$ cat src/rtl/mips_pkg.sv
// Shared definitions for the MIPS pipeline control blocks: MDU op encodings,
// MDU sequencer states and the register-address width.
package mips_pkg;

    localparam int REG_ADDR_W = 5;

    localparam logic [1:0] MDU_OP_NONE = 2'b00;
    localparam logic [1:0] MDU_OP_MUL  = 2'b01;
    localparam logic [1:0] MDU_OP_DIV  = 2'b10;

    typedef enum logic [1:0] {
        MDU_IDLE,
        MDU_MUL,
        MDU_DIV,
        MDU_DONE
    } mdu_state_e;

    // True when a producer's destination is a register the ID instruction reads; $0 never matches.
    function automatic logic reg_hit(
        input logic [REG_ADDR_W-1:0] dst,
        input logic [REG_ADDR_W-1:0] rs,
        input logic [REG_ADDR_W-1:0] rt,
        input logic                  use_rs,
        input logic                  use_rt
    );
        return (dst != '0) && ((use_rs && (rs == dst)) || (use_rt && (rt == dst)));
    endfunction

endpackage

$ cat src/rtl/mdu_seq.sv
// Multiply/divide unit sequencer: counts out the operation latency and produces
// the start strobe, the busy flag and the HI/LO write strobe.
import mips_pkg::*;

module mdu_seq #(
    parameter int MUL_CYCLES = 4,
    parameter int DIV_CYCLES = 32
) (
    input  logic       clk,
    input  logic       rst_n,
    input  logic [1:0] mdu_op,
    input  logic       mem_wait,
    output logic       mdu_start,
    output logic       mdu_busy,
    output logic       hilo_we
);

    localparam int MAX_LAT = (MUL_CYCLES > DIV_CYCLES) ? MUL_CYCLES : DIV_CYCLES;
    localparam int CNT_W   = (MAX_LAT > 2) ? $clog2(MAX_LAT) : 1;

    mdu_state_e       state_q, state_d;
    logic [CNT_W-1:0] cnt_q, cnt_d;
    logic             busy_q, busy_d;
    logic             hilo_we_q, hilo_we_d;

    // The EX op only launches when EX is free to advance, i.e. not held by a memory wait.
    always_comb begin
        state_d   = state_q;
        cnt_d     = cnt_q;
        mdu_start = 1'b0;
        case (state_q)
            MDU_IDLE: begin
                if (!mem_wait && (mdu_op == MDU_OP_MUL)) begin
                    mdu_start = 1'b1;
                    cnt_d     = CNT_W'(MUL_CYCLES - 1);
                    state_d   = MDU_MUL;
                end else if (!mem_wait && (mdu_op == MDU_OP_DIV)) begin
                    mdu_start = 1'b1;
                    cnt_d     = CNT_W'(DIV_CYCLES - 1);
                    state_d   = MDU_DIV;
                end
            end
            MDU_MUL, MDU_DIV: begin
                cnt_d = cnt_q - CNT_W'(1);
                if (cnt_d == '0) begin
                    state_d = MDU_DONE;
                end
            end
            MDU_DONE: state_d = MDU_IDLE;
            default:  state_d = MDU_IDLE;
        endcase
        busy_d    = (state_d != MDU_IDLE);
        hilo_we_d = (state_d == MDU_DONE);
    end

    always_ff @(posedge clk or negedge rst_n) begin
        if (!rst_n) begin
            state_q   <= MDU_IDLE;
            cnt_q     <= '0;
            busy_q    <= 1'b0;
            hilo_we_q <= 1'b0;
        end else begin
            state_q   <= state_d;
            cnt_q     <= cnt_d;
            busy_q    <= busy_d;
            hilo_we_q <= hilo_we_d;
        end
    end

    assign mdu_busy = busy_q;
    assign hilo_we  = hilo_we_q;

endmodule

$ cat src/rtl/hazard_ctrl.sv
// Hazard and stall controller for the 5-stage MIPS pipeline: resolves load-use,
// branch-operand, MDU structural and memory-wait hazards, and counts stall cycles.
import mips_pkg::*;

module hazard_ctrl #(
    parameter int MUL_CYCLES = 4,
    parameter int DIV_CYCLES = 32
) (
    input  logic                  clk,
    input  logic                  rst_n,
    input  logic [REG_ADDR_W-1:0] rsAddr_id,
    input  logic [REG_ADDR_W-1:0] rtAddr_id,
    input  logic                  useRs_id,
    input  logic                  useRt_id,
    input  logic                  Branch_id,
    input  logic                  branch_taken_id,
    input  logic                  mdu_read_id,
    input  logic                  MemRead_ex,
    input  logic                  RegWrite_ex,
    input  logic [REG_ADDR_W-1:0] RegWriteAddr_ex,
    input  logic [1:0]            mdu_op_ex,
    input  logic                  MemRead_mem,
    input  logic [REG_ADDR_W-1:0] RegWriteAddr_mem,
    input  logic                  dmem_req_mem,
    input  logic                  dmem_ready_mem,
    output logic                  stall_if,
    output logic                  stall_id,
    output logic                  stall_ex,
    output logic                  stall_mem,
    output logic                  bubble_ex,
    output logic                  bubble_mem,
    output logic                  bubble_wb,
    output logic                  flush_id,
    output logic                  mdu_start,
    output logic                  mdu_busy,
    output logic                  hilo_we,
    output logic [31:0]           stall_cycles
);

    logic        mem_wait;
    logic        mdu_op_valid;
    logic        mdu_hz;
    logic        hit_ex;
    logic        hit_mem;
    logic        id_hz;
    logic [31:0] stall_cycles_q, stall_cycles_d;

    mdu_seq #(
        .MUL_CYCLES(MUL_CYCLES),
        .DIV_CYCLES(DIV_CYCLES)
    ) u_mdu_seq (
        .clk      (clk),
        .rst_n    (rst_n),
        .mdu_op   (mdu_op_ex),
        .mem_wait (mem_wait),
        .mdu_start(mdu_start),
        .mdu_busy (mdu_busy),
        .hilo_we  (hilo_we)
    );

    // mdu_busy is registered from the sequencer's next state, so it is exactly "state != IDLE".
    assign mem_wait     = dmem_req_mem && !dmem_ready_mem;
    assign mdu_op_valid = (mdu_op_ex == MDU_OP_MUL) || (mdu_op_ex == MDU_OP_DIV);
    assign mdu_hz       = mdu_busy && (mdu_op_valid || mdu_read_id);
    assign hit_ex       = reg_hit(RegWriteAddr_ex, rsAddr_id, rtAddr_id, useRs_id, useRt_id);
    assign hit_mem      = reg_hit(RegWriteAddr_mem, rsAddr_id, rtAddr_id, useRs_id, useRt_id);
    assign id_hz        = (MemRead_ex && hit_ex)
                        || (Branch_id && RegWrite_ex && !MemRead_ex && hit_ex)
                        || (Branch_id && MemRead_mem && hit_mem);

    always_comb begin
        stall_if   = 1'b0;
        stall_id   = 1'b0;
        stall_ex   = 1'b0;
        stall_mem  = 1'b0;
        bubble_ex  = 1'b0;
        bubble_mem = 1'b0;
        bubble_wb  = 1'b0;
        flush_id   = 1'b0;
        if (mem_wait) begin
            stall_if  = 1'b1;
            stall_id  = 1'b1;
            stall_ex  = 1'b1;
            stall_mem = 1'b1;
            bubble_wb = 1'b1;
        end else if (mdu_hz) begin
            stall_if   = 1'b1;
            stall_id   = 1'b1;
            stall_ex   = 1'b1;
            bubble_mem = 1'b1;
        end else if (id_hz) begin
            stall_if  = 1'b1;
            stall_id  = 1'b1;
            bubble_ex = 1'b1;
        end else if (branch_taken_id && Branch_id) begin
            flush_id = 1'b1;
        end
    end

    always_comb begin
        stall_cycles_d = stall_cycles_q;
        if (stall_if) begin
            stall_cycles_d = stall_cycles_q + 32'd1;
        end
    end

    always_ff @(posedge clk or negedge rst_n) begin
        if (!rst_n) begin
            stall_cycles_q <= '0;
        end else begin
            stall_cycles_q <= stall_cycles_d;
        end
    end

    assign stall_cycles = stall_cycles_q;

endmodule

$ cat config.mk
export PLATFORM = sky130hd
export DESIGN_NAME = hazard_ctrl
export DESIGN_NICKNAME = d
export VERILOG_FILES = /design/src/rtl/mips_pkg.sv /design/src/rtl/mdu_seq.sv /design/src/rtl/hazard_ctrl.sv
export SDC_FILE = /design/constraint.sdc
export NUM_CORES = 1
export LEC_CHECK = 0
export ABC_AREA = 1
export CAP_MARGIN = 25
export CORE_UTILIZATION = 26
export CTS_CLUSTER_SIZE = 8
export DETAILED_ROUTE_END_ITERATION = 16
export PLACE_DENSITY_LB_ADDON = 0.12
export SLEW_MARGIN = 20
export SYNTH_ARGS = -nofsm -noshare
export SYNTH_HDL_FRONTEND = slang
export SYNTH_SLANG_ARGS = --single-unit
$ cat constraint.sdc
create_clock -name clk -period 2.95 [get_ports clk]
set_input_delay 0.885 -clock clk [delete_from_list [all_inputs] [get_ports clk]]
set_output_delay 0.885 -clock clk [all_outputs]
set_load 0.02 [all_outputs]
; After elaboration in Yosys (flattened, before gate mapping)
; Cells that the tools add are included.
[totals]
regBits = 41
out_inout_bits = 43
[op_classes]
n_addsub = 2
n_eq_ne = 11
n_mux = 23
n_reduce_logical = 34
[op_table]
columns = op, count
row1 = 32-bit by 1-bit adder with 32-bit output (second input constant), 1
row2 = 5-bit == test, 4
row3 = 1-bit logical AND, 17
row4 = 1-bit 2-to-1 mux, 16
row5 = 5-bit 2-to-1 mux, 2
row6 = 5-bit case mux with 2 select lines, 1
row7 = 5-bit nonzero test, 2
row8 = 2-bit == test (second input constant), 4
row9 = 1-bit logical OR, 6
row10 = 2-bit 2-to-1 mux, 3
row11 = 2-bit case mux with 3 select lines, 1
row12 = 5-bit zero test, 1
row13 = 5-bit by 1-bit subtractor with 5-bit output (second input constant), 1
row14 = 2-bit by 1-bit == test with 1-bit output (second input constant), 2
row15 = 2-bit nonzero test, 2
row16 = 1-bit zero test, 3
row17 = 3-bit by 1-bit != test with 1-bit output (second input constant), 1
row18 = 2-bit zero test, 1
row19 = 2-bit AND reduction, 1
row20 = 2-bit OR reduction, 1

; Longest topological paths before layout
; Gate-level depths: netlist (run 1).
[logic_depth]
ltp_word = 10
mapped_depth = 11
depth_no_buf = 10

; By module
; A second synthesis (run 1) with hierarchy kept.
[hier_totals]
hier_cells = 509
area_unflattened_um2 = 3289.4
[by_module_without_submodules]
columns = mod, n_inst, cells_each, area_per_inst_um2, seq_area_each_um2
row1 = hazard_ctrl, 1, 433, 2726.4, 800.8
row2 = mdu_seq, 1, 76, 563.0, 225.2

; Least setup slack after synthesis (run 1)
; No wires, ideal clock.
[synth_timing]
kind = input -> output
from = in mdu_op_ex[0]
to = out flush_id
arrival_time_ps = 2361
required_time_ps = 2065
slack_ps = -296
path_stages = 9
path_buffers = 1
path_cell_list = inv_1 ha_1 inv_1 o21ai_0 nand2_1 inv_2 nand3_2 buf_4 nor2_1
[synth_between]
elab_chain_cells = 6
[synth_lines]
columns = element, line_no
row1 = "start, declared", hazard_ctrl.sv:21  ; input logic [1:0] mdu_op_ex,
row2 = 2-bit by 1-bit == test with 1-bit output / 2-bit == test (equally long branches), hazard_ctrl.sv:63  ; assign mdu_op_valid = (mdu_op_ex == MDU_OP_MUL) || (mdu_op_ex == MDU_OP_DIV);
row3 = 1-bit logical OR *, hazard_ctrl.sv:63
row4 = 1-bit logical OR *, hazard_ctrl.sv:64  ; assign mdu_hz = mdu_busy && (mdu_op_valid || mdu_read_id);
row5 = 1-bit logical AND *, hazard_ctrl.sv:64
row6 = 1-bit 2-to-1 mux *, hazard_ctrl.sv:86  ; end else if (mdu_hz) begin
row7 = 1-bit 2-to-1 mux *, hazard_ctrl.sv:80  ; if (mem_wait) begin
row8 = "end, declared", hazard_ctrl.sv:33  ; output logic flush_id,
; Mark *: on every way between the ends. The rest lies on a longest branch, timed or not.

; Final worst setup path (run 1)
[layout_timing]
from = in MemRead_ex
to = out stall_id
[layout_between]
elab_chain_cells = 8
[layout_lines]
columns = element, line_no
row1 = "start, declared", hazard_ctrl.sv:18  ; input logic MemRead_ex,
row2 = 1-bit zero test, hazard_ctrl.sv:68  ; || (Branch_id && RegWrite_ex && !MemRead_ex && hit_ex)
row3 = 1-bit logical AND (2 in a row), hazard_ctrl.sv:68
row4 = 1-bit logical OR *, hazard_ctrl.sv:68
row5 = 1-bit logical OR *, hazard_ctrl.sv:69  ; || (Branch_id && MemRead_mem && hit_mem);
row6 = 1-bit 2-to-1 mux *, hazard_ctrl.sv:91  ; end else if (id_hz) begin
row7 = 1-bit 2-to-1 mux *, hazard_ctrl.sv:86
row8 = 1-bit 2-to-1 mux *, hazard_ctrl.sv:80
row9 = "end, declared", hazard_ctrl.sv:27  ; output logic stall_id,
; Marked as above.

==> flow_summary.html, run 1 <==
<table>
<tr><th>Metric</th><th>Value</th></tr>
<tr><th colspan="2">Outcome</th></tr>
<tr><td>Status</td><td>finished, final reports clean</td></tr>
<tr><th colspan="2">Route</th></tr>
<tr><td>Router iterations before antenna repair</td><td>5</td></tr>
<tr><td>Initial DRC count</td><td>approximately 130</td></tr>
<tr><td>Routed WL</td><td>a little under 10 mm</td></tr>
<tr><td>Overall via count from detail_route</td><td>around 3.4k</td></tr>
<tr><td>Per-cell routed wire length</td><td>~13 microns</td></tr>
<tr><td>Number of antenna-violating nets in the routed design</td><td>0</td></tr>
<tr><td>Remaining design rule violation count</td><td>0</td></tr>
<tr><td>DR vias/cell</td><td>approximately 4.4</td></tr>
<tr><th colspan="2">Clock tree</th></tr>
<tr><td>Clock slew at reported path FFs</td><td>around 0.06 ns</td></tr>
<tr><td>Clock root buffer</td><td>clkbuf_16</td></tr>
<tr><td>Clock insertion delay at the later pin of the skew report</td><td>between 0.2 and 0.3 ns</td></tr>
<tr><td>Largest buffer count on any clock path</td><td>2</td></tr>
<tr><td>Clock tree from TritonCTS</td><td>built</td></tr>
<tr><td>CTS buffer count</td><td>5</td></tr>
<tr><td>H-tree depth</td><td>2</td></tr>
<tr><td># clock sinks</td><td>41</td></tr>
<tr><th colspan="2">Power</th></tr>
<tr><td>Switching pwr</td><td>859 uW</td></tr>
<tr><td>Internal power summed over all cells</td><td>roughly 1.4 mW</td></tr>
<tr><td>Total design power</td><td>2.22 mW</td></tr>
<tr><td>Worst-case vdd ir drop</td><td>0.000244 V</td></tr>
<tr><td>Relative contribution of sequential cells to total power</td><td>between 30 and 40%</td></tr>
<tr><td>Combinational cell fraction of total power</td><td>41.6%</td></tr>
<tr><td>Net switching share of the total power</td><td>between 30% and 40%</td></tr>
<tr><td>Leakage power summed over all cells</td><td>between 2 and 2.5 nW</td></tr>
<tr><td>Power density cells</td><td>around 500 mW/mm^2</td></tr>
<tr><td>Clk pwr share</td><td>about 26%</td></tr>
<tr><th colspan="2">Critical path</th></tr>
<tr><td>Beginning of the critical path</td><td>MemRead_ex</td></tr>
<tr><td>Startpoint kind of the worst setup timing path</td><td>primary input</td></tr>
<tr><td>Worst Setup Path Type</td><td>in -&gt; out</td></tr>
<tr><td>Critical-path maximum fanout</td><td>3</td></tr>
<tr><td>Required arrival time at the worst endpoint</td><td>slightly above 2 ns</td></tr>
<tr><td>Arrival time of the worst setup path</td><td>between 2 and 2.5 ns</td></tr>
<tr><td>Reg2Reg Launch Point</td><td>u_mdu_seq.mdu_busy</td></tr>
<tr><td>Worst Setup End Kind</td><td>output port</td></tr>
<tr><th colspan="2">Synthesis</th></tr>
<tr><td>Combined area of all synthesized cells</td><td>0.00323 sq mm</td></tr>
<tr><td>Ys Warns</td><td>0</td></tr>
<tr><td>Number of nets in the synthesized netlist</td><td>between 500 and 600</td></tr>
<tr><td>Average instance area after synthesis</td><td>roughly 6.4 sq um</td></tr>
<tr><td>Number of distinct standard cells referenced by the synthesized netlist</td><td>30</td></tr>
<tr><td>Portion of the post-synthesis area used by sequential elements</td><td>between 30% and 40%</td></tr>
<tr><td>Post-synthesis sequential element count</td><td>around 40</td></tr>
<tr><td>Number of cells produced by synthesis</td><td>~510</td></tr>
<tr><th colspan="2">Floorplanning</th></tr>
<tr><td>Initial standard-cell utilization of the core</td><td>about 27%</td></tr>
<tr><td>Core area</td><td>roughly 0.012 sq mm</td></tr>
<tr><td>Top-Level Pins</td><td>77</td></tr>
<tr><td>Number of placement rows</td><td>40</td></tr>
<tr><td>Floorplan die height</td><td>between 100 and 150 microns</td></tr>
<tr><td>Floorplan die width</td><td>about 110 microns</td></tr>
<tr><td>DIE AREA</td><td>around 0.013 sq mm</td></tr>
<tr><th colspan="2">Run</th></tr>
<tr><td>Number of violations of the max-capacitance limit</td><td>0</td></tr>
<tr><th colspan="2">Timing</th></tr>
<tr><td>Hold Vio Cnt, Final</td><td>0</td></tr>
<tr><td>Number of pins with negative max-slew slack in the final report</td><td>0</td></tr>
<tr><td>RSZ-0062 raised after global routing</td><td>false</td></tr>
<tr><td>Maximum clock rate</td><td>345 MHz</td></tr>
<tr><td>Worst clock skew</td><td>~0.012 ns</td></tr>
<tr><td>Period utilization</td><td>98.3%</td></tr>
<tr><td>Fin crit period</td><td>a little under 3 ns</td></tr>
<tr><td>Final setup vio count</td><td>0</td></tr>
<tr><td>Slew @ Worst Pin</td><td>between 0.5 and 0.6 ns</td></tr>
<tr><td>Slew headroom</td><td>a little over three fifths</td></tr>
<tr><td>Worst-case hold slack</td><td>approximately 0.57 ns</td></tr>
<tr><td>Slack of the critical path</td><td>roughly 0.05 ns</td></tr>
<tr><th colspan="2">Global routing</th></tr>
<tr><td>Leftover overflow at the end of global routing</td><td>0</td></tr>
<tr><td>Wire length of the first global-routing pass</td><td>around 16 mm</td></tr>
<tr><td>Pin count of the biggest net entering global routing</td><td>42</td></tr>
<tr><td>Number of global-route vias before repair</td><td>approximately 3.3k</td></tr>
<tr><td>GR Util All Layers</td><td>about 16%</td></tr>
<tr><td>Antenna violations before repair</td><td>0</td></tr>
<tr><th colspan="2">Worst hold path</th></tr>
<tr><td>Worst Hold Launch</td><td>stall_cycles[31]</td></tr>
<tr><td>Worst min-delay path category</td><td>reg -&gt; reg</td></tr>
<tr><th colspan="2">Cells and area</th></tr>
<tr><td>Area growth syn-to-layout</td><td>36.9%</td></tr>
<tr><td>Final nets</td><td>647</td></tr>
<tr><td>Diode count</td><td>0</td></tr>
<tr><td>Layout Cells excl Fill</td><td>775</td></tr>
<tr><td>Top library cells by usage in the layout, fill and taps aside</td><td>205 x nand2_1, 52 x inv_1, 47 x nor2_1</td></tr>
<tr><td>Final design utilization</td><td>between 30% and 40%</td></tr>
<tr><td>Leading cell type in the layout, fill and taps excluded</td><td>nand2_1</td></tr>
<tr><td>Fraction of final layout cells with drive strength greater than 1</td><td>approximately 16%</td></tr>
<tr><th colspan="2">Placed design</th></tr>
<tr><td>Hpwl dp</td><td>~7.5 mm</td></tr>
<tr><td>Placer Congestion</td><td>just over 0.8</td></tr>
<tr><td>Number of placed instances, taps included</td><td>around 760</td></tr>
<tr><td>Buffers added on ports</td><td>76</td></tr>
<tr><td>Setup slack after placement</td><td>-0.857 ns</td></tr>
</table>
[power groups by stage]
| stage | clock network (mW) | registers (mW) | logic (mW) |
|---|---|---|---|
| 5_1_grt | 0.606 | 0.747 | 1.03 |
| 2_1_floorplan | 0 | 0.774 | 0.512 |
| 6_report | 0.565 | 0.731 | 0.922 |
| 3_3_place_gp | 0 | 0.741 | 0.885 |
| 3_5_place_dp | 0 | 0.741 | 0.895 |
| 4_1_cts | 0.585 | 0.732 | 0.936 |
[sequential cells by signal, indices dropped and copies added (netlist names)]
register / cells
u_mdu_seq.hilo_we: 1
u_mdu_seq.mdu_busy: 1
u_mdu_seq.state_q: 2
u_mdu_seq.cnt_q: 5
stall_cycles: 32
[cell type report]
type / count / area (sq um)
Clock buffer: 6 / 139
Clock inverter: 2 / 13.8
Fill cell: 1297 / 7630
Inverter: 63 / 236
Multi-Input combinational cell: 389 / 1930
Sequential cell: 41 / 1030
Tap cell: 168 / 210
Timing Repair Buffer: 106 / 875
[worst max-delay path: stages]
cell and delay (ns):
clkdlybuf4s50_1 0.44, o22ai_1 0.15, inv_1 0.06, nand2_2 0.11, nand3_4 0.10, buf_6 0.13
buf_6 0.12
[synth_stat cells]
| library cell | number | area (sq um) |
|---|---|---|
| nor3_2 | 3 | 30.0 |
| a21o_1 | 1 | 7.51 |
| clkbuf_1 | 2 | 7.51 |
| or2_2 | 1 | 6.26 |
| nor2_4 | 1 | 11.3 |
| o21ai_0 | 8 | 40.0 |
| a21oi_1 | 5 | 25.0 |
| nor3_1 | 14 | 70.1 |
| nand2_1 | 206 | 773 |
| a31oi_1 | 1 | 6.26 |
| inv_2 | 2 | 7.51 |
| xor2_1 | 21 | 184 |
| o21ai_1 | 1 | 5.00 |
| xnor2_1 | 2 | 17.5 |
| buf_2 | 7 | 35.0 |
| dfrtp_1 | 41 | 1030 |
| buf_4 | 5 | 37.5 |
| a22oi_1 | 3 | 22.5 |
| nor2_1 | 49 | 184 |
| nand3_1 | 14 | 70.1 |
| nor3_4 | 1 | 16.3 |
| nand4_1 | 34 | 213 |
| nor2_2 | 4 | 25.0 |
| nand3_2 | 2 | 20.0 |
| ha_1 | 7 | 87.6 |
| inv_1 | 61 | 229 |
| nand2_2 | 3 | 18.8 |
| o22ai_1 | 1 | 6.26 |
| nand3b_1 | 6 | 45.0 |
| nor3b_1 | 1 | 7.51 |
[cells by family (layout without fill, tap and decap cells)]
family / count (synthesis) / count (layout) / share of synthesized area (%)
AO/OA/AOI/OAI: 20 / 20 / 3.48
flip-flops: 41 / 41 / 31.7
adder cells (fa/ha/maj): 7 / 7 / 2.71
XOR/XNOR: 23 / 23 / 6.23
AND/OR/NAND/NOR: 339 / 339 / 46.1
buffers and inverters: 77 / 177 / 9.79
[routing by layer]
layer	track usage, %	vias to the layer above	part of all wire, %
li1	-	1795	-
met1	20.0	1555	45
met2	28.5	58	51
met3	2.87	6	3.8
met4	2.89	0	0.68
met5	0	-	0
[per-stage QoR]
stage               setup TNS, ns  area [sq um]
finish                          0          4430
global route                    0          4430
CTS                      -0.00602          4490
detailed placement          -4.88          4290
global placement            -4.86          4290
floorplan                       0          3250
[path summary, 6_finish.rpt]
kind	endpoint	slack, ns	cells after the start
max	stall_id	0.05	7
max reg2reg	stall_cycles[17]	0.99	13
min in group asynchronous	stall_cycles[4]	0.67	2
min reg2reg	stall_cycles[31]	0.57	2
min	stall_cycles[31]	0.57	2
max in group asynchronous	u_mdu_seq.state_q[1]	1.89	2
[what timing repair did]
action / CTS / global route
gates resized for setup: 78 / 41
hold buffers: 0 / 0
gates cloned: 0 / 0
pin swaps: 11 / 20
buffers inserted: 9 / 0
endpoints found under the setup margin: 9 / 6
Power figures use the tool's default switching activity.
==> run 2, diff against run 1 <==
- ABC_AREA: 1 -> 0
==> flow_summary.html, run 2 <==
<table>
<tr><th>Metric</th><th>Value</th></tr>
<tr><th colspan="2">Synthesis</th></tr>
<tr><td>Share of flip-flops with an asynchronous set or reset after synthesis</td><td>100% (unchanged)</td></tr>
<tr><td>Average instance area after synthesis</td><td>10.2 sq um (+59%)</td></tr>
<tr><td>Share of Yosys cell area claimed by the top area cell type</td><td>41.5% (+9.8 points)</td></tr>
<tr><td>Number of cells produced by synthesis</td><td>243 (-52%)</td></tr>
<tr><td>Most common cell in the netlist</td><td>dfrtp_1</td></tr>
<tr><td>Post-synthesis cell type with the largest combined area</td><td>dfrtp_1</td></tr>
<tr><td>Combined area of all synthesized cells</td><td>0.00247 sq mm (-24%)</td></tr>
<tr><td>Dominant cells by area after synthesis</td><td>dfrtp_1 42%, xor2_1 9.6%, xnor2_1 9.2%</td></tr>
<tr><td>Ys Warns</td><td>0 (unchanged)</td></tr>
<tr><td>Number of distinct standard cells referenced by the synthesized netlist</td><td>38 (+27%)</td></tr>
<tr><td>Portion of the post-synthesis area used by sequential elements</td><td>41.5% (+9.8 points)</td></tr>
<tr><td>EDFF count, synth</td><td>0 (unchanged)</td></tr>
<tr><td>Post-synthesis sequential element count</td><td>41 (unchanged)</td></tr>
<tr><td>Number of nets in the synthesized netlist</td><td>284 (-48%)</td></tr>
<tr><td>Ys flop type</td><td>dfrtp_1</td></tr>
<tr><td>Most common library cells after synthesis</td><td>41 x dfrtp_1, 27 x xor2_1, 26 x xnor2_1</td></tr>
<tr><th colspan="2">Clock tree</th></tr>
<tr><td>Largest buffer count on any clock path</td><td>2 (unchanged)</td></tr>
<tr><td>H-tree depth</td><td>2 (unchanged)</td></tr>
<tr><td>CTS buffer count</td><td>5 (unchanged)</td></tr>
<tr><td>Clock tree from TritonCTS</td><td>built</td></tr>
<tr><td># clock sinks</td><td>41 (unchanged)</td></tr>
<tr><td>Clock slew at reported path FFs</td><td>0.08 ns (+0.02 ns)</td></tr>
<tr><td>Clock root buffer</td><td>clkbuf_8</td></tr>
<tr><td>Clock insertion delay at the later pin of the skew report</td><td>0.29 ns (about the same)</td></tr>
<tr><th colspan="2">Placed design</th></tr>
<tr><td>Placer Congestion</td><td>0.786 (-5.3%)</td></tr>
<tr><td>Hpwl dp</td><td>4.59 mm (-39%)</td></tr>
<tr><td>Buffers added on ports</td><td>76 (unchanged)</td></tr>
<tr><td>DP Area</td><td>0.00342 sq mm (-20%)</td></tr>
<tr><td>Number of placed instances, taps included</td><td>453 (-40%)</td></tr>
<tr><th colspan="2">Power</th></tr>
<tr><td>Switching pwr</td><td>864 uW (+0.59%)</td></tr>
<tr><td>Combinational cell fraction of total power</td><td>43.6% (+2.0 points)</td></tr>
<tr><td>Leakage power summed over all cells</td><td>1.58 nW (-30%)</td></tr>
<tr><td>Clk pwr share</td><td>20.8% (-4.7 points)</td></tr>
<tr><td>Net switching share of the total power</td><td>37.6% (-1.1 points)</td></tr>
<tr><td>Power density cells</td><td>644 mW/mm^2 (+29%)</td></tr>
<tr><td>Internal power summed over all cells</td><td>1.43 mW (+5.6%)</td></tr>
<tr><td>Relative contribution of sequential cells to total power</td><td>35.5% (+2.5 points)</td></tr>
<tr><td>Total design power</td><td>2.30 mW (+3.6%)</td></tr>
<tr><td>Worst-case vdd ir drop</td><td>0.000333 V (+36%)</td></tr>
<tr><th colspan="2">Outcome</th></tr>
<tr><td>Status</td><td>complete, but fails checks</td></tr>
<tr><td>Failing checks</td><td>setup timing</td></tr>
<tr><th colspan="2">Worst hold path</th></tr>
<tr><td>Hold path cells</td><td>1 (-1)</td></tr>
<tr><td>Worst Hold Launch</td><td>stall_cycles[31]</td></tr>
<tr><td>Capture endpoint of the worst hold path</td><td>stall_cycles[31]</td></tr>
<tr><td>Worst min-delay path category</td><td>reg -&gt; reg</td></tr>
<tr><th colspan="2">Critical path</th></tr>
<tr><td>Startpoint kind of the worst setup timing path</td><td>primary input</td></tr>
<tr><td>Worst Setup Path Type</td><td>in -&gt; out</td></tr>
<tr><td>Critical-path maximum fanout</td><td>3 (unchanged)</td></tr>
<tr><td>Top Family by Delay on Critical Path</td><td>simple AND/OR/NAND/NOR gates</td></tr>
<tr><td>Register-to-Register Path Depth</td><td>7 (-6)</td></tr>
<tr><td>Largest stage delay on the critical path</td><td>0.35 ns (-0.09 ns)</td></tr>
<tr><td>Cell with the biggest individual delay on the critical path</td><td>or3_1</td></tr>
<tr><td>Reg2Reg Launch Point</td><td>stall_cycles[6]</td></tr>
<tr><td>Worst Setup End Kind</td><td>output port</td></tr>
<tr><td>FF-to-FF End</td><td>stall_cycles[31]</td></tr>
<tr><td>Required arrival time at the worst endpoint</td><td>2.07 ns (about the same)</td></tr>
<tr><td>Worst reg2reg setup slack</td><td>0.66 ns (-0.33 ns)</td></tr>
<tr><td>Library cell appearing most often on the critical path</td><td>buf_6</td></tr>
<tr><td>WP buf/inv</td><td>2 (-2)</td></tr>
<tr><td>Chain of cells forming the critical path</td><td>buf_6 -&gt; or3_1 -&gt; o311a_1 -&gt; a22oi_2 -&gt; nor2b_4 -&gt; and3_4 -&gt; buf_6</td></tr>
<tr><td>Arrival time of the worst setup path</td><td>2.34 ns (+0.32 ns)</td></tr>
<tr><th colspan="2">Timing</th></tr>
<tr><td>Slack of the critical path</td><td>-0.270 ns (-0.320 ns)</td></tr>
<tr><td>Hold Vio Cnt, Final</td><td>0 (unchanged)</td></tr>
<tr><td>Final setup vio count</td><td>4 (+4)</td></tr>
<tr><td>Maximum clock rate</td><td>311 MHz (-9.9%)</td></tr>
<tr><td>RSZ-0062 raised after global routing</td><td>true</td></tr>
<tr><td>Number of pins with negative max-slew slack in the final report</td><td>0 (unchanged)</td></tr>
<tr><td>Period utilization</td><td>109% (+11 points)</td></tr>
<tr><td>Fin crit period</td><td>3.22 ns (+0.320 ns)</td></tr>
<tr><td>Slew @ Worst Pin</td><td>0.591 ns (+0.0347 ns)</td></tr>
<tr><td>Slew headroom</td><td>60.5% (-2.4 points)</td></tr>
<tr><td>Worst clock skew</td><td>0.00568 ns (-0.00608 ns)</td></tr>
<tr><td>Worst-case hold slack</td><td>0.465 ns (-0.107 ns)</td></tr>
<tr><th colspan="2">Route</th></tr>
<tr><td>Overall via count from detail_route</td><td>2022 (-41%)</td></tr>
<tr><td>Per-cell routed wire length</td><td>13.0 microns (+2.8%)</td></tr>
<tr><td>Initial DRC count</td><td>40 (-69%)</td></tr>
<tr><td>Router iterations before antenna repair</td><td>5 (unchanged)</td></tr>
<tr><td>DR vias/cell</td><td>4.36 (-1.1%)</td></tr>
<tr><td>Routed WL</td><td>6.03 mm (-38%)</td></tr>
<tr><td>Remaining design rule violation count</td><td>0 (unchanged)</td></tr>
<tr><td>Number of antenna-violating nets in the routed design</td><td>0 (unchanged)</td></tr>
<tr><th colspan="2">Global routing</th></tr>
<tr><td>Number of global-route vias before repair</td><td>2076 (-37%)</td></tr>
<tr><td>Leftover overflow at the end of global routing</td><td>0 (unchanged)</td></tr>
<tr><td>Wire length of the first global-routing pass</td><td>10.0 mm (-39%)</td></tr>
<tr><td>GR Util All Layers</td><td>12.9% (-3.0 points)</td></tr>
<tr><td>Pin count of the biggest net entering global routing</td><td>33 (-21%)</td></tr>
<tr><td>Antenna violations before repair</td><td>0 (unchanged)</td></tr>
<tr><th colspan="2">Floorplanning</th></tr>
<tr><td>Floorplan die height</td><td>99.5 microns (-12%)</td></tr>
<tr><td>Initial standard-cell utilization of the core</td><td>26.7% (-0.085 points)</td></tr>
<tr><td>Floorplan die width</td><td>99.5 microns (-12%)</td></tr>
<tr><td>Core area</td><td>0.00924 sq mm (-23%)</td></tr>
<tr><td>Top-Level Pins</td><td>77 (unchanged)</td></tr>
<tr><td>DIE AREA</td><td>0.00989 sq mm (-23%)</td></tr>
<tr><td>Number of placement rows</td><td>35 (-13%)</td></tr>
<tr><th colspan="2">Cells and area</th></tr>
<tr><td>Layout Cells excl Fill</td><td>464 (-40%)</td></tr>
<tr><td>Final-layout fill cell count</td><td>937 (-28%)</td></tr>
<tr><td>Final design utilization</td><td>38.6% (+1.9 points)</td></tr>
<tr><td>Final nets</td><td>375 (-42%)</td></tr>
<tr><td>Leading cell type in the layout, fill and taps excluded</td><td>clkdlybuf4s50_1</td></tr>
<tr><td>Area growth syn-to-layout</td><td>44.4%</td></tr>
<tr><td>Fraction of final layout cells with drive strength greater than 1</td><td>18.8% (+2.8 points)</td></tr>
<tr><td>Largest register FFs</td><td>32 (unchanged)</td></tr>
<tr><td>Top library cells by usage in the layout, fill and taps aside</td><td>44 x clkdlybuf4s50_1, 41 x dfrtp_1, 27 x xor2_1</td></tr>
<tr><td>Area of all placed cells without fillers</td><td>0.00357 sq mm (-19%)</td></tr>
<tr><td>Diode count</td><td>0 (unchanged)</td></tr>
<tr><th colspan="2">Run</th></tr>
<tr><td>Number of violations of the max-capacitance limit</td><td>0 (unchanged)</td></tr>
</table>
-- run 2: worst max-delay path by stage --
stage                              startpoint       end  cells after the start
after floorplan           RegWriteAddr_mem[0]  stall_if                      8
after global placement    RegWriteAddr_mem[1]  flush_id                      7
after detailed placement  RegWriteAddr_mem[1]  flush_id                      7
after CTS                 RegWriteAddr_mem[2]  flush_id                      7
after global routing      RegWriteAddr_mem[2]  flush_id                      7
final                     RegWriteAddr_mem[2]  flush_id                      7
-- run 2: stage by stage --
stage	TNS, ns	worst slack, ns
finish	-0.756	-0.270
global route	-0.990	-0.332
CTS	-0.718	-0.267
detailed placement	-13.15	-1.07
global placement	-11.20	-1.01
floorplan	-0.708	-0.311
-- run 2: power by group through the flow --
stage	combinational, mW	clock, mW	sequential, mW
floorplan	0.529	0	0.904
global placement	1.01	0	0.826
detailed placement	1.01	0	0.829
CTS	1.01	0.493	0.820
global route	1.11	0.521	0.840
finish	1.00	0.479	0.817
-- run 2: kinds of logic after synthesis --
family | Yosys count | synth area share (%)
AO/OA/AOI/OAI | 22 | 5.98
adder cells (fa/ha/maj) | 7 | 3.55
flip-flops | 41 | 41.5
AND/OR/NAND/NOR | 91 | 23.3
multiplexers | 2 | 0.912
buffers and inverters | 27 | 5.93
XOR/XNOR | 53 | 18.8
-- run 2: per-layer routing --
layer / wire length (microns) / track usage [%] / up-vias
met3: 135 / 2.39 / 7
met5: 0 / 0 / -
li1: - / - / 1010
met4: 68 / 3.73 / 0
met2: 3030 / 22.4 / 32
met1: 2800 / 16.4 / 973
-- run 2: area by class of cell --
type                            instances  area, sq um  share of cell area, %
Inverter                               16         60.1                   1.68
Clock buffer                            7         86.3                   2.42
Sequential cell                        41         1030                   28.8
Multi-Input combinational cell        175         1340                   37.5
Clock inverter                          1         30.0                  0.842
Tap cell                              129          161                   4.52
Timing Repair Buffer                   95          865                   24.2
-- run 2: repair_timing --
item                                    CTS  global route
resized for setup                        77            11
buffers inserted                          3             2
hold buffers                              0             0
pin swaps                                10            12
endpoints found under the setup margin   10             9
==> run 3, diff against run 2 <==
- CELL_PAD_IN_SITES_DETAIL_PLACEMENT: default -> 0
- CELL_PAD_IN_SITES_GLOBAL_PLACEMENT: default -> 1
- GPL_ROUTABILITY_DRIVEN: default -> 0
==> flow_summary.html, run 3 (synthesis gave the netlist of run 2 again) <==
<table>
<tr><th>Metric</th><th>Value</th></tr>
<tr><th colspan="2">Global routing</th></tr>
<tr><td>Pin count of the biggest net entering global routing</td><td>33 (unchanged)</td></tr>
<tr><td>Leftover overflow at the end of global routing</td><td>0 (unchanged)</td></tr>
<tr><td>GR Util All Layers</td><td>12.4% (-0.53 points)</td></tr>
<tr><td>Wire length of the first global-routing pass</td><td>9.71 mm (-3.1%)</td></tr>
<tr><td>Antenna violations before repair</td><td>0 (unchanged)</td></tr>
<tr><td>Number of global-route vias before repair</td><td>1934 (-6.8%)</td></tr>
<tr><th colspan="2">Cells and area</th></tr>
<tr><td>Fraction of final layout cells with drive strength greater than 1</td><td>21.6% (+2.8 points)</td></tr>
<tr><td>Area growth syn-to-layout</td><td>43.1%</td></tr>
<tr><td>Top library cells by usage in the layout, fill and taps aside</td><td>42 x clkdlybuf4s50_1, 41 x dfrtp_1, 27 x xor2_1</td></tr>
<tr><td>Final nets</td><td>373 (-0.53%)</td></tr>
<tr><td>Largest register FFs</td><td>32 (unchanged)</td></tr>
<tr><td>Final design utilization</td><td>38.3% (-0.35 points)</td></tr>
<tr><td>Final-layout fill cell count</td><td>974 (+3.9%)</td></tr>
<tr><td>Leading cell type in the layout, fill and taps excluded</td><td>clkdlybuf4s50_1</td></tr>
<tr><td>Diode count</td><td>0 (unchanged)</td></tr>
<tr><th colspan="2">Critical path</th></tr>
<tr><td>Worst Setup End Kind</td><td>output port</td></tr>
<tr><td>FF-to-FF End</td><td>stall_cycles[21]</td></tr>
<tr><td>Worst reg2reg setup slack</td><td>0.68 ns (+0.02 ns)</td></tr>
<tr><td>Beginning of the critical path</td><td>RegWriteAddr_mem[2]</td></tr>
<tr><td>Reg2Reg Launch Point</td><td>stall_cycles[6]</td></tr>
<tr><td>Chain of cells forming the critical path</td><td>buf_6 -&gt; or3_4 -&gt; o311a_1 -&gt; a22oi_2 -&gt; nor2b_4 -&gt; and3_4 -&gt; buf_6</td></tr>
<tr><td>Cell with the biggest individual delay on the critical path</td><td>or3_4</td></tr>
<tr><td>Critical-path maximum fanout</td><td>2 (-1)</td></tr>
<tr><td>Startpoint kind of the worst setup timing path</td><td>primary input</td></tr>
<tr><td>Register-to-Register Path Depth</td><td>8 (+1)</td></tr>
<tr><td>Critical path endpoint</td><td>flush_id</td></tr>
<tr><td>Required arrival time at the worst endpoint</td><td>2.07 ns (about the same)</td></tr>
<tr><td>Worst Setup Path Type</td><td>in -&gt; out</td></tr>
<tr><td>Arrival time of the worst setup path</td><td>2.25 ns (-0.09 ns)</td></tr>
<tr><td>Library cell appearing most often on the critical path</td><td>buf_6</td></tr>
<tr><td>Largest stage delay on the critical path</td><td>0.37 ns (+0.02 ns)</td></tr>
<tr><th colspan="2">Floorplanning</th></tr>
<tr><td>Initial standard-cell utilization of the core</td><td>26.7% (unchanged)</td></tr>
<tr><td>Number of placement rows</td><td>35 (unchanged)</td></tr>
<tr><td>Top-Level Pins</td><td>77 (unchanged)</td></tr>
<tr><td>DIE AREA</td><td>0.00989 sq mm (unchanged)</td></tr>
<tr><td>Floorplan die height</td><td>99.5 microns (unchanged)</td></tr>
<tr><td>Core area</td><td>0.00924 sq mm (unchanged)</td></tr>
<tr><td>Floorplan die width</td><td>99.5 microns (unchanged)</td></tr>
<tr><th colspan="2">Placed design</th></tr>
<tr><td>Hpwl dp</td><td>4.48 mm (-2.3%)</td></tr>
<tr><td>Buffers added on ports</td><td>76 (unchanged)</td></tr>
<tr><th colspan="2">Clock tree</th></tr>
<tr><td>Clock slew at reported path FFs</td><td>0.08 ns (about the same)</td></tr>
<tr><td>Clock root buffer</td><td>clkbuf_8</td></tr>
<tr><td>H-tree depth</td><td>2 (unchanged)</td></tr>
<tr><td>Largest buffer count on any clock path</td><td>2 (unchanged)</td></tr>
<tr><td>CTS buffer count</td><td>5 (unchanged)</td></tr>
<tr><td># clock sinks</td><td>41 (unchanged)</td></tr>
<tr><td>Clock insertion delay at the later pin of the skew report</td><td>0.29 ns (about the same)</td></tr>
<tr><td>Clock tree from TritonCTS</td><td>built</td></tr>
<tr><td>Post-cts hold buffer count</td><td>0 (unchanged)</td></tr>
<tr><th colspan="2">Route</th></tr>
<tr><td>Router iterations before antenna repair</td><td>4 (-1)</td></tr>
<tr><td>Remaining design rule violation count</td><td>0 (unchanged)</td></tr>
<tr><td>Initial DRC count</td><td>55 (+38%)</td></tr>
<tr><td>Overall via count from detail_route</td><td>2016 (-0.30%)</td></tr>
<tr><td>Per-cell routed wire length</td><td>13.0 microns (about the same)</td></tr>
<tr><td>Routed WL</td><td>6.01 mm (-0.33%)</td></tr>
<tr><td>Number of antenna-violating nets in the routed design</td><td>0 (unchanged)</td></tr>
<tr><td>DR vias/cell</td><td>4.36 (+0.13%)</td></tr>
<tr><th colspan="2">Worst hold path</th></tr>
<tr><td>Worst min-delay path category</td><td>reg -&gt; reg</td></tr>
<tr><td>Hold path cells</td><td>1 (unchanged)</td></tr>
<tr><th colspan="2">Timing</th></tr>
<tr><td>Slack of the critical path</td><td>-0.185 ns (+0.0847 ns)</td></tr>
<tr><td>Slew @ Worst Pin</td><td>0.634 ns (+0.0431 ns)</td></tr>
<tr><td>Slew headroom</td><td>57.7% (-2.9 points)</td></tr>
<tr><td>Worst clock skew</td><td>0.00642 ns (+0.000740 ns)</td></tr>
<tr><td>Maximum clock rate</td><td>319 MHz (+2.7%)</td></tr>
<tr><td>Hold Vio Cnt, Final</td><td>0 (unchanged)</td></tr>
<tr><td>RSZ-0062 raised after global routing</td><td>true</td></tr>
<tr><td>Fin crit period</td><td>3.14 ns (-0.0847 ns)</td></tr>
<tr><td>Number of pins with negative max-slew slack in the final report</td><td>0 (unchanged)</td></tr>
<tr><td>Final setup vio count</td><td>4 (unchanged)</td></tr>
<tr><td>Period utilization</td><td>106% (-2.9 points)</td></tr>
<tr><th colspan="2">Outcome</th></tr>
<tr><td>Status</td><td>complete, but fails checks</td></tr>
<tr><td>Failing checks</td><td>setup timing</td></tr>
<tr><th colspan="2">Run</th></tr>
<tr><td>Number of violations of the max-capacitance limit</td><td>0 (unchanged)</td></tr>
<tr><th colspan="2">Power</th></tr>
<tr><td>Total design power</td><td>2.17 mW (-5.4%)</td></tr>
<tr><td>Power density cells</td><td>615 mW/mm^2 (-4.5%)</td></tr>
<tr><td>Worst-case vdd ir drop</td><td>0.000256 V (-23%)</td></tr>
<tr><td>Leakage power summed over all cells</td><td>1.59 nW (+0.85%)</td></tr>
</table>
run 3: cell count changes in the layout (fill, tap and decap cells not counted), sizes merged:
| cell | change |
|---|---|
| buf | -2 |
| bufinv | -1 |
| clkbuf | +6 |
| clkdlybuf4s15 | -1 |
| clkdlybuf4s50 | -2 |
| dlygate4sd2 | -3 |
| dlymetal6s2s | +1 |
run 3: layout make-up:
class,instances,area (sq um),share of cell area (%)
inverter,16,60.1,1.70
clock buffer,8,80.1,2.27
timing repair buffer,93,822,23.3
tap,129,161,4.57
sequential,41,1030,29.0
multi-input combinational,175,1390,39.2
run 3: stage by stage:
| step | setup slack, ns | hold WS (ns) | TNS [ns] | instance area [sq um] | instances |
|---|---|---|---|---|---|
| after floorplan | -0.311 | 0.526 | -0.708 | 2470 | 243 |
| after global placement | -1.04 | 0.457 | -14.69 | 3420 | 453 |
| after detailed placement | -1.05 | 0.460 | -15.19 | 3420 | 453 |
| after CTS | -0.234 | 0.478 | -0.782 | 3500 | 461 |
| after global routing | -0.240 | 0.484 | -0.834 | 3530 | 462 |
| final | -0.185 | 0.475 | -0.580 | 3530 | 462 |
run 3: worst min-delay path by stage:
| stage | startpoint | endpoint |
|---|---|---|
| 2_1_floorplan | u_mdu_seq.cnt_q[3] | u_mdu_seq.cnt_q[3] |
| 3_3_place_gp | stall_cycles[31] | stall_cycles[31] |
| 3_5_place_dp | stall_cycles[31] | stall_cycles[31] |
| 4_1_cts | stall_cycles[31] | stall_cycles[31] |
| 5_1_grt | stall_cycles[31] | stall_cycles[31] |
| 6_report | stall_cycles[31] | stall_cycles[31] |
run 3: layer usage:
metal	global-route usage, %	vias to the layer above	share of wire, %	wire length [microns]
met1	16.7	963	48	2890
met3	2.74	6	4.0	241
li1	-	1010	-	-
met4	3.39	0	0.80	48
met2	20.0	37	47	2830
met5	0	-	0	0
run 3: timing repair:
item,4_1_cts,5_1_grt
pin swaps,18,14
resized for setup,81,23
buffers inserted,1,1
endpoints found under the setup margin,12,9
hold endpoints to repair,0,0
gates cloned,0,0
run 3: power breakdown:
part / switching [mW] / total [mW] / internal (mW) / leakage (nW)
logic: 0.539 / 0.997 / 0.457 / 1.05
clock network: 0.191 / 0.360 / 0.168 / 0.0395
registers: 0.130 / 0.818 / 0.688 / 0.508
total: 0.860 / 2.17 / 1.31 / 1.59
run 3: critical path, delay by kind of cell:
family | cells | cell delay [ns]
AND/OR/NAND/NOR | 3 | 0.72
AO/OA/AOI/OAI | 2 | 0.43
buffers and inverters | 2 | 0.20
